**src/rtl/demux_burst_scheduler_if.sv**
```systemverilog
`default_nettype none
// ============================================================================
//  Module      : demux_burst_scheduler_if
//  Description : Bundle of the source handshake, destination status and demux
//                control signals around demux_burst_scheduler.
//                master : upstream source / demux fabric side
//                slave  : the scheduler itself
//  Signals     : en_mask[7:0]    per-destination enable
//                din[DW-1:0]     source data word
//                din_valid       source has a word
//                din_ready       scheduler accepts din this cycle
//                dst_ready[7:0]  destination i can take a word
//                sel[2:0]        demux select
//                dout[DW-1:0]    steered data word
//                dout_valid[7:0] one-hot write strobe
//                busy            burst in progress
//                burst_done      one-cycle pulse at burst completion
//  Revision    : 1.0 - initial release
// ============================================================================
interface demux_burst_scheduler_if #(
  parameter int DW = 8
);
  logic [7:0]    en_mask;
  logic [DW-1:0] din;
  logic          din_valid;
  logic          din_ready;
  logic [7:0]    dst_ready;
  logic [2:0]    sel;
  logic [DW-1:0] dout;
  logic [7:0]    dout_valid;
  logic          busy;
  logic          burst_done;

  modport master (
    output en_mask, din, din_valid, dst_ready,
    input  din_ready, sel, dout, dout_valid, busy, burst_done
  );

  modport slave (
    input  en_mask, din, din_valid, dst_ready,
    output din_ready, sel, dout, dout_valid, busy, burst_done
  );
endinterface
`default_nettype wire

```
**src/rtl/demux_burst_scheduler.sv**
```systemverilog
`default_nettype none
// ============================================================================
//  Module      : demux_burst_scheduler
//  Description : Sequences a 1-to-8 demux. Accepts a word stream over a
//                valid/ready handshake and steers it to one destination at a
//                time in bursts of BURST words, rotating round-robin over the
//                destinations that are enabled and ready.
//  Ports       : clk            system clock, rising edge
//                rst            synchronous active-high reset
//                bus (slave)    handshake, destination status, demux control
//  Revision    : 1.0 - initial release
// ============================================================================
module demux_burst_scheduler #(
  parameter int DW    = 8,
  parameter int BURST = 4
) (
  input  wire logic              clk,
  input  wire logic              rst,
  demux_burst_scheduler_if.slave bus
);

  typedef enum logic [1:0] {
    ST_IDLE = 2'd0,
    ST_SEEK = 2'd1,
    ST_SEND = 2'd2
  } state_t;

  localparam logic [3:0] LAST_CNT = 4'(BURST - 1);

  state_t        state_q;
  logic [2:0]    sel_q;
  logic [2:0]    ptr_q;
  logic [3:0]    cnt_q;
  logic [DW-1:0] dout_q;
  logic [7:0]    dout_valid_q;
  logic          busy_q;
  logic          burst_done_q;

  logic [7:0]    cand;
  logic [7:0]    rot;
  logic          found;
  logic [2:0]    off;
  logic [2:0]    pick;
  logic          send_ok;
  logic          xfer;

  // Candidates rotated so that bit 0 corresponds to the pointer position;
  // the lowest set bit of rot is then the first eligible destination at or
  // after ptr.
  assign cand = bus.en_mask & bus.dst_ready;

  always_comb begin
    rot = '0;
    for (int i = 0; i < 8; i++) begin
      rot[i] = cand[3'(ptr_q + 3'(i))];
    end
  end

  always_comb begin
    found = 1'b0;
    off   = 3'd0;
    for (int i = 7; i >= 0; i--) begin
      if (rot[i]) begin
        found = 1'b1;
        off   = 3'(i);
      end
    end
  end

  assign pick = ptr_q + off;

  // Handshake is only open while a burst is active and the granted
  // destination is both enabled and ready.
  assign send_ok       = bus.dst_ready[sel_q] & bus.en_mask[sel_q];
  assign bus.din_ready = (state_q == ST_SEND) & send_ok;
  assign xfer          = bus.din_valid & bus.din_ready;

  always_ff @(posedge clk) begin
    if (rst) begin
      state_q      <= ST_IDLE;
      sel_q        <= 3'd0;
      ptr_q        <= 3'd0;
      cnt_q        <= 4'd0;
      dout_q       <= '0;
      dout_valid_q <= 8'h00;
      busy_q       <= 1'b0;
      burst_done_q <= 1'b0;
    end else begin
      burst_done_q <= 1'b0;
      dout_valid_q <= 8'h00;
      case (state_q)
        ST_IDLE: begin
          if (bus.din_valid && (bus.en_mask != 8'h00)) begin
            state_q <= ST_SEEK;
          end
        end
        ST_SEEK: begin
          // Losing the source or every enable takes priority over a grant.
          if (!bus.din_valid || (bus.en_mask == 8'h00)) begin
            state_q <= ST_IDLE;
          end else if (found) begin
            sel_q   <= pick;
            cnt_q   <= 4'd0;
            busy_q  <= 1'b1;
            state_q <= ST_SEND;
          end
        end
        ST_SEND: begin
          if (!bus.en_mask[sel_q]) begin
            // Abort: destination disabled mid-burst, no completion pulse.
            ptr_q   <= sel_q + 3'd1;
            busy_q  <= 1'b0;
            state_q <= ST_SEEK;
          end else if (xfer) begin
            dout_q       <= bus.din;
            dout_valid_q <= 8'b1 << sel_q;
            cnt_q        <= cnt_q + 4'd1;
            if (cnt_q == LAST_CNT) begin
              burst_done_q <= 1'b1;
              ptr_q        <= sel_q + 3'd1;
              busy_q       <= 1'b0;
              state_q      <= ST_SEEK;
            end
          end
          // Otherwise stalled: sel, cnt and ptr hold.
        end
        default: begin
          state_q <= ST_IDLE;
        end
      endcase
    end
  end

  assign bus.sel        = sel_q;
  assign bus.dout       = dout_q;
  assign bus.dout_valid = dout_valid_q;
  assign bus.busy       = busy_q;
  assign bus.burst_done = burst_done_q;

endmodule
`default_nettype wire

```
**src/flat_wrapper.sv**
```systemverilog
// flat-port wrapper written by rule: the top's interface ports become plain ports
module demux_burst_scheduler_flat 
#(
  parameter int DW    = 8,
  parameter int BURST = 4
)
  (clk, rst, bus_en_mask, bus_din, bus_din_valid, bus_dst_ready, bus_din_ready, bus_sel, bus_dout, bus_dout_valid, bus_busy, bus_burst_done);
  demux_burst_scheduler_if #(.DW(DW)) bus_i ();
  input  wire logic clk;
  input  wire logic rst;
  input wire logic [$bits(bus_i.en_mask)-1:0] bus_en_mask;
  input wire logic [$bits(bus_i.din)-1:0] bus_din;
  input wire logic [$bits(bus_i.din_valid)-1:0] bus_din_valid;
  input wire logic [$bits(bus_i.dst_ready)-1:0] bus_dst_ready;
  output wire logic [$bits(bus_i.din_ready)-1:0] bus_din_ready;
  output wire logic [$bits(bus_i.sel)-1:0] bus_sel;
  output wire logic [$bits(bus_i.dout)-1:0] bus_dout;
  output wire logic [$bits(bus_i.dout_valid)-1:0] bus_dout_valid;
  output wire logic [$bits(bus_i.busy)-1:0] bus_busy;
  output wire logic [$bits(bus_i.burst_done)-1:0] bus_burst_done;
  assign bus_i.en_mask = bus_en_mask;
  assign bus_i.din = bus_din;
  assign bus_i.din_valid = bus_din_valid;
  assign bus_i.dst_ready = bus_dst_ready;
  assign bus_din_ready = bus_i.din_ready;
  assign bus_sel = bus_i.sel;
  assign bus_dout = bus_i.dout;
  assign bus_dout_valid = bus_i.dout_valid;
  assign bus_busy = bus_i.busy;
  assign bus_burst_done = bus_i.burst_done;
  demux_burst_scheduler #(.DW(DW), .BURST(BURST)) u_core (.clk(clk), .rst(rst), .bus(bus_i));
endmodule
```
**config.mk**
```make
export PLATFORM = sky130hd
export DESIGN_NAME = demux_burst_scheduler_flat
export DESIGN_NICKNAME = d
export VERILOG_FILES = /design/src/rtl/demux_burst_scheduler_if.sv /design/src/rtl/demux_burst_scheduler.sv /design/src/flat_wrapper.sv
export SDC_FILE = /design/constraint.sdc
export NUM_CORES = 1
export LEC_CHECK = 0
export ABC_AREA = 1
export ABC_CLOCK_PERIOD_IN_PS = 3260
export CORE_MARGIN = 2
export CORE_UTILIZATION = 40
export CTS_BUF_LIST = sky130_fd_sc_hd__clkbuf_2 sky130_fd_sc_hd__clkbuf_4 sky130_fd_sc_hd__clkbuf_8
export CTS_CLUSTER_DIAMETER = 50
export CTS_CLUSTER_SIZE = 30
export DETAILED_ROUTE_END_ITERATION = 10
export GPL_TIMING_DRIVEN = 0
export HOLD_SLACK_MARGIN = 0.12
export PLACE_DENSITY = 0.76
export RECOVER_POWER = 100
export SYNTH_ARGS = -nofsm -noshare
export SYNTH_HDL_FRONTEND = slang
export SYNTH_SLANG_ARGS = --single-unit
```
**constraint.sdc**
```tcl
create_clock -name clk -period 3.26 [get_ports clk]
set_input_delay 0.978 -clock clk [delete_from_list [all_inputs] [get_ports clk]]
set_output_delay 0.978 -clock clk [all_outputs]
set_load 0.05 [all_outputs]
```
* Yosys cells after proc, flatten, opt, wreduce, memory -nomap -nowiden *
Cells that the tools add are included.
Widths: inputs -> output; s select.

word-level totals
  output and inout port bits = 22
  flip-flop bits (word level) = 30
  input bits = 27
  logic and storage cells = 121

cells by class
  multiplexer cells = 58
  add/sub/neg operators = 10
  equality and inequality tests = 13
  bitwise gates (word level) = 8
  reduce and logical (&&, ||, !) cells = 14
  shift operators = 1
  order comparisons = 9

operators with widths
  operator             number
  $lt 3x4->1 const B   9
  $mux 3               11
  $bmux 1 s3           10
  $mux 1               24
  $mux 4               4
  $add 3x3->3 const B  4
  $mux 2               6
  $ne 2x1->1 const B   5
  $reduce_and 5->1     2
  $reduce_and 3->1     3
  $and 8x8->8          1
  $logic_not 8->1      1
  $pmux 4 s2           1
  $reduce_bool 8->1    1
  $shl 1x3->8 const A  1
  $add 3x1->3 const B  2
  $add 3x2->3 const B  2
  $pmux 2 s3           1
  $add 4x1->4 const B  1
  $eq 4x2->1 const B   1
  $ne 2x2->1 const B   2
  $not 1->1            4
  $reduce_and 4->1     1
  $reduce_or 4->1      1
  other kinds (13)     15

* Depth between registers and ports, before layout *
  depth in word-level cells = 14
  mapped depth = 18

* Worst setup path before layout *
No wires, ideal clock.

  kind = input to register
  from = in bus_dst_ready[3]
  to = reg u_core.sel_q[2], in the netlist u_core.bus.sel[2]
  slack = 0.447 ns
  arrival time = 2.693 ns
  required time = 3.140 ns
  buffers on the path = 0
  stages on the path = 17
  cells stage by stage = nand2_1 -> nand2_1 -> nand3_1 -> nand3_1 -> nand2_1 -> nand3_1 -> nand2_1 -> nand2_1 -> nand2_1 -> nand2_1 -> a21boi_0 -> ha_1 -> inv_1 -> fa_1 -> xor2_1 -> xnor2_1 -> a21oi_1

on the way
  word-level cells in the longest chain between the ends = 12

ends and longest elaborated chain
  what                                                    RTL line                      RTL
  from (decl)                                             flat_wrapper.sv:14            input wire logic [$bits(bus_i.dst_ready)-1:0] bus_dst_ready;
  $and 8x8->8 *                                           demux_burst_scheduler.sv:50   assign cand = bus.en_mask & bus.dst_ready;
  $bmux 1 s3                                              demux_burst_scheduler.sv:55   rot[i] = cand[3'(ptr_q + 3'(i))];
  $mux 1 (not written as such)                            demux_burst_scheduler.sv:55
  $mux 3 / $mux 1 (equally long branches) (8 in a row)    demux_burst_scheduler.sv:63   if (rot[i]) begin
  $add 3x3->3 / $reduce_and 3->1 (equally long branches)  n/a
  to (signal assigned)                                    demux_burst_scheduler.sv:102  sel_q <= pick;
  to (decl)                                               demux_burst_scheduler.sv:31   logic [2:0] sel_q;

Mark *: on every way between the ends. The rest lies on a longest branch, timed or not. The select of a mux whose other input is x is not followed.
A chain may end at the register's enable or synchronous reset.

* Worst setup path after layout *
  from = in bus_dst_ready[2]
  to = out bus_din_ready

on the way
  word-level cells in the longest chain between the ends = 4

ends and longest elaborated chain
  what                          RTL line                     RTL
  $bmux 1 s3                    demux_burst_scheduler.sv:74  assign send_ok = bus.dst_ready[sel_q] & bus.en_mask[sel_q];
  $mux 1 (not written as such)  demux_burst_scheduler.sv:74
  $and 1x1->1                   demux_burst_scheduler.sv:74
  $and 1x1->1                   demux_burst_scheduler.sv:75  assign bus.din_ready = (state_q == ST_SEND) & send_ok;
  to (decl)                     flat_wrapper.sv:15           output wire logic [$bits(bus_i.din_ready)-1:0] bus_din_ready;

No other way between the ends. The select of a mux whose other input is x is not followed.

==> qor.csv <==
metric;value;unit
GR Util met1;22.2;%
Setup TNS Final;0;ns
synth top area cells;dfxtp_1 (28%), nand2_1 (17%), nand3_1 (14%);
antenna violations before repair;0;
register bit total from synthesis;30;
Synth Warn #;0;
DRT Pass-1 Iters;5;
Gate Count Post-Synth;338;
site row count;26;
most frequent cells in the layout;nand2_1 (84), nand3_1 (52), inv_1 (41);
Routability Congestion;0.802;
mapped cell area;0.00215;sq mm
placed insts;456;
vias in the first global route;2194;
CTS Hold Buffers Added;0;
critical path type;in2out;
Synth area leader;dfxtp_1;
DRC viols;0;
antenna violation net count after detailed routing;0;
Clk pwr share;29.8;%
unrepaired setup endpoints after global routing;no;
Place WS;-0.753;ns
ANT cells;0;
CTS Buf Count;5;
final hold vios;0;
design internal power;815;uW
combinational share of power;37.2;%
Clock transition at path regs;0.06;ns
Die W;77.4;um
port bufs;48;
PD cells;431;mW/mm^2
status;complete, no violations;
hold depth;2;
R2R Setup Slk;0.28;ns
Synthesized Nets;378;
Switch Pwr;454;uW
syn_area_per_cell;6.37;sq um
drt total wl;5.58;mm
r2r endpoint;u_core.bus.sel[2]$_SDFFE_PP0P_;
max-slew violations;0;
hold path startpoint;u_core.bus.busy$_SDFFE_PP0P_;
fin cells;466;
CP max FO;2;
fillers;508;
share of the synthesized area in the top cell type;27.9;%
nets@finish;436;
fin crit period;3.20;ns
first-pass GRT wire length;9.25;mm
Hold Path End;u_core.bus.busy$_SDFFE_PP0P_;
crit share post-route;98.1;%
H-tree depth;2;
io pins;49;
relative slew slack;65.3;%
core area;0.00514;sq mm
height of the die;77.4;um
area delta synth->final;36.8;%
final worst slack;0.0605;ns
max cap viols;0;
sequential power share;33.0;%
Initial Util;41.9;%
Lkg Pwr;0.00154;uW
grt met2 use;33.7;%
Slew @ Worst Pin;0.519;ns
Synth cell types;34;
largest net degree at the start of global routing;12;
Req. time, crit path;2.28;ns
CP Launch Type;input port;
CTS tree;yes;
Arr. time, crit path;2.22;ns
share of cells above drive strength 1;14.6;%
Detailed Place HPWL;4.17;mm
Sink Count;30;
via count;2253;
die area;0.00599;sq mm
RR Startpoint;u_core.ptr_q[1]$_SDFFE_PP0P_;
total global routing overflow;0;
met3 global-route usage;4.07;%
final setup violation count;0;
clk_skew;0.00245;ns
r2r worst-path depth;18;
Storage cell area;601;sq um
DR vias/cell;4.83;
drt wl/cell;12.0;um
most common cell after layout, fill and taps aside;nand2_1;
clk root buf;clkbuf_8;
crit end category;output port;
Max Buffers Root-to-Sink;2;
Clk Latency, worst-skew pair;0.28;ns
Iter 0 DRT Violations;88;
fmax;313;MHz
Worst VDD drop;0.000292;V
layer with the highest usage;met2;
Switching Fraction;35.8;%
GRT Overall Usage;18.7;%
sequential area share after synthesis;27.9;%
Hold Path Class;reg2reg;
Multi-input gate area;0.00137;sq mm
-- critical path, cell delays in order --
cell and delay, ns:
clkdlybuf4s50_1 0.49, inv_1 0.05, nand2_1 0.06, nand3_1 0.06
nand2_1 0.08, nand2_1 0.07, nand2_2 0.10, nand2_4 0.07
nor2_8 0.12, buf_8 0.15
-- worst max-delay path by stage --
stage / to / startpoint
after global routing: bus_din_ready / bus_dst_ready[2]
after detailed placement: bus_din_ready / bus_en_mask[6]
after CTS: bus_din_ready / bus_en_mask[2]
after global placement: bus_din_ready / bus_en_mask[6]
final: bus_din_ready / bus_dst_ready[2]
after floorplan: u_core.bus.sel[2]$_SDFFE_PP0P_ / bus_dst_ready[3]
-- state kept, by name, indices dropped and copies added, names as in the netlist --
name / cells
u_core.ptr_q: 3
u_core.bus.burst_done: 1
u_core.cnt_q: 4
u_core.bus.dout: 8
u_core.state_q: 2
u_core.bus.sel: 3
u_core.bus.busy: 1
u_core.bus.dout_valid: 8
-- cell families (layout without fill, tap and decap cells) --
family,Yosys count,count (layout),synth area share [%]
xor gates and xnor gates,6,6,2.79
and+or+nand+nor,202,202,42.2
buffers and inverters,57,115,11.5
AOI/OAI and AO/OA,30,30,7.78
DFF,30,30,27.9
adders and majority gates,13,13,7.90
-- cell usage after synthesis (all sizes together) --
cell type,count
or2,2
o21ai,8
xnor2,4
buf,6
inv,47
nand3,62
nor3,2
clkbuf,4
nand4,2
nand3b,1
a21oi,19
nand2,103
ha,12
a31oi,1
o21bai,1
a21boi,1
dfxtp,30
nor2,30
xor2,2
fa,1
-- layout make-up --
type | instances | area share, %
tap | 70 | 2.97
timing repair buffer | 51 | 18.2
buffer | 10 | 1.91
inverter | 47 | 6.24
multi-input combinational | 251 | 46.5
clock inverter | 1 | 1.02
sequential | 30 | 20.4
clock buffer | 6 | 2.80
-- per-stage QoR --
step | total power, uW | hold WS (ns) | utilization (%) | instance area [sq um]
floorplan | 753 | 0.472 | - | 2150
global placement | 865 | 0.445 | 53.0 | 2720
detailed placement | 873 | 0.451 | 53.0 | 2720
CTS | 1250 | 0.462 | 55.4 | 2850
global route | 1360 | 0.483 | 57.4 | 2950
finish | 1270 | 0.457 | 57.4 | 2950
-- metal layers --
layer	wire (um)	vias up
met4	61	0
met3	165	6
met5	0	-
met2	2810	42
met1	2540	1022
li1	-	1183
-- power groups by stage --
stage | combinational (uW) | sequential [uW] | clock (uW)
after floorplan | 307 | 446 | 0
after global placement | 441 | 424 | 0
after detailed placement | 447 | 426 | 0
after CTS | 453 | 418 | 384
after global routing | 531 | 422 | 407
final | 473 | 419 | 378
-- what timing repair did --
item                                    CTS  global route
pin swaps                                 4            16
endpoints found under the setup margin    1             2
resized for setup                         9            44
buffers inserted                          1             2
endpoints found under the hold margin     0             0
Note: power is estimated with default switching activity, not from simulation.
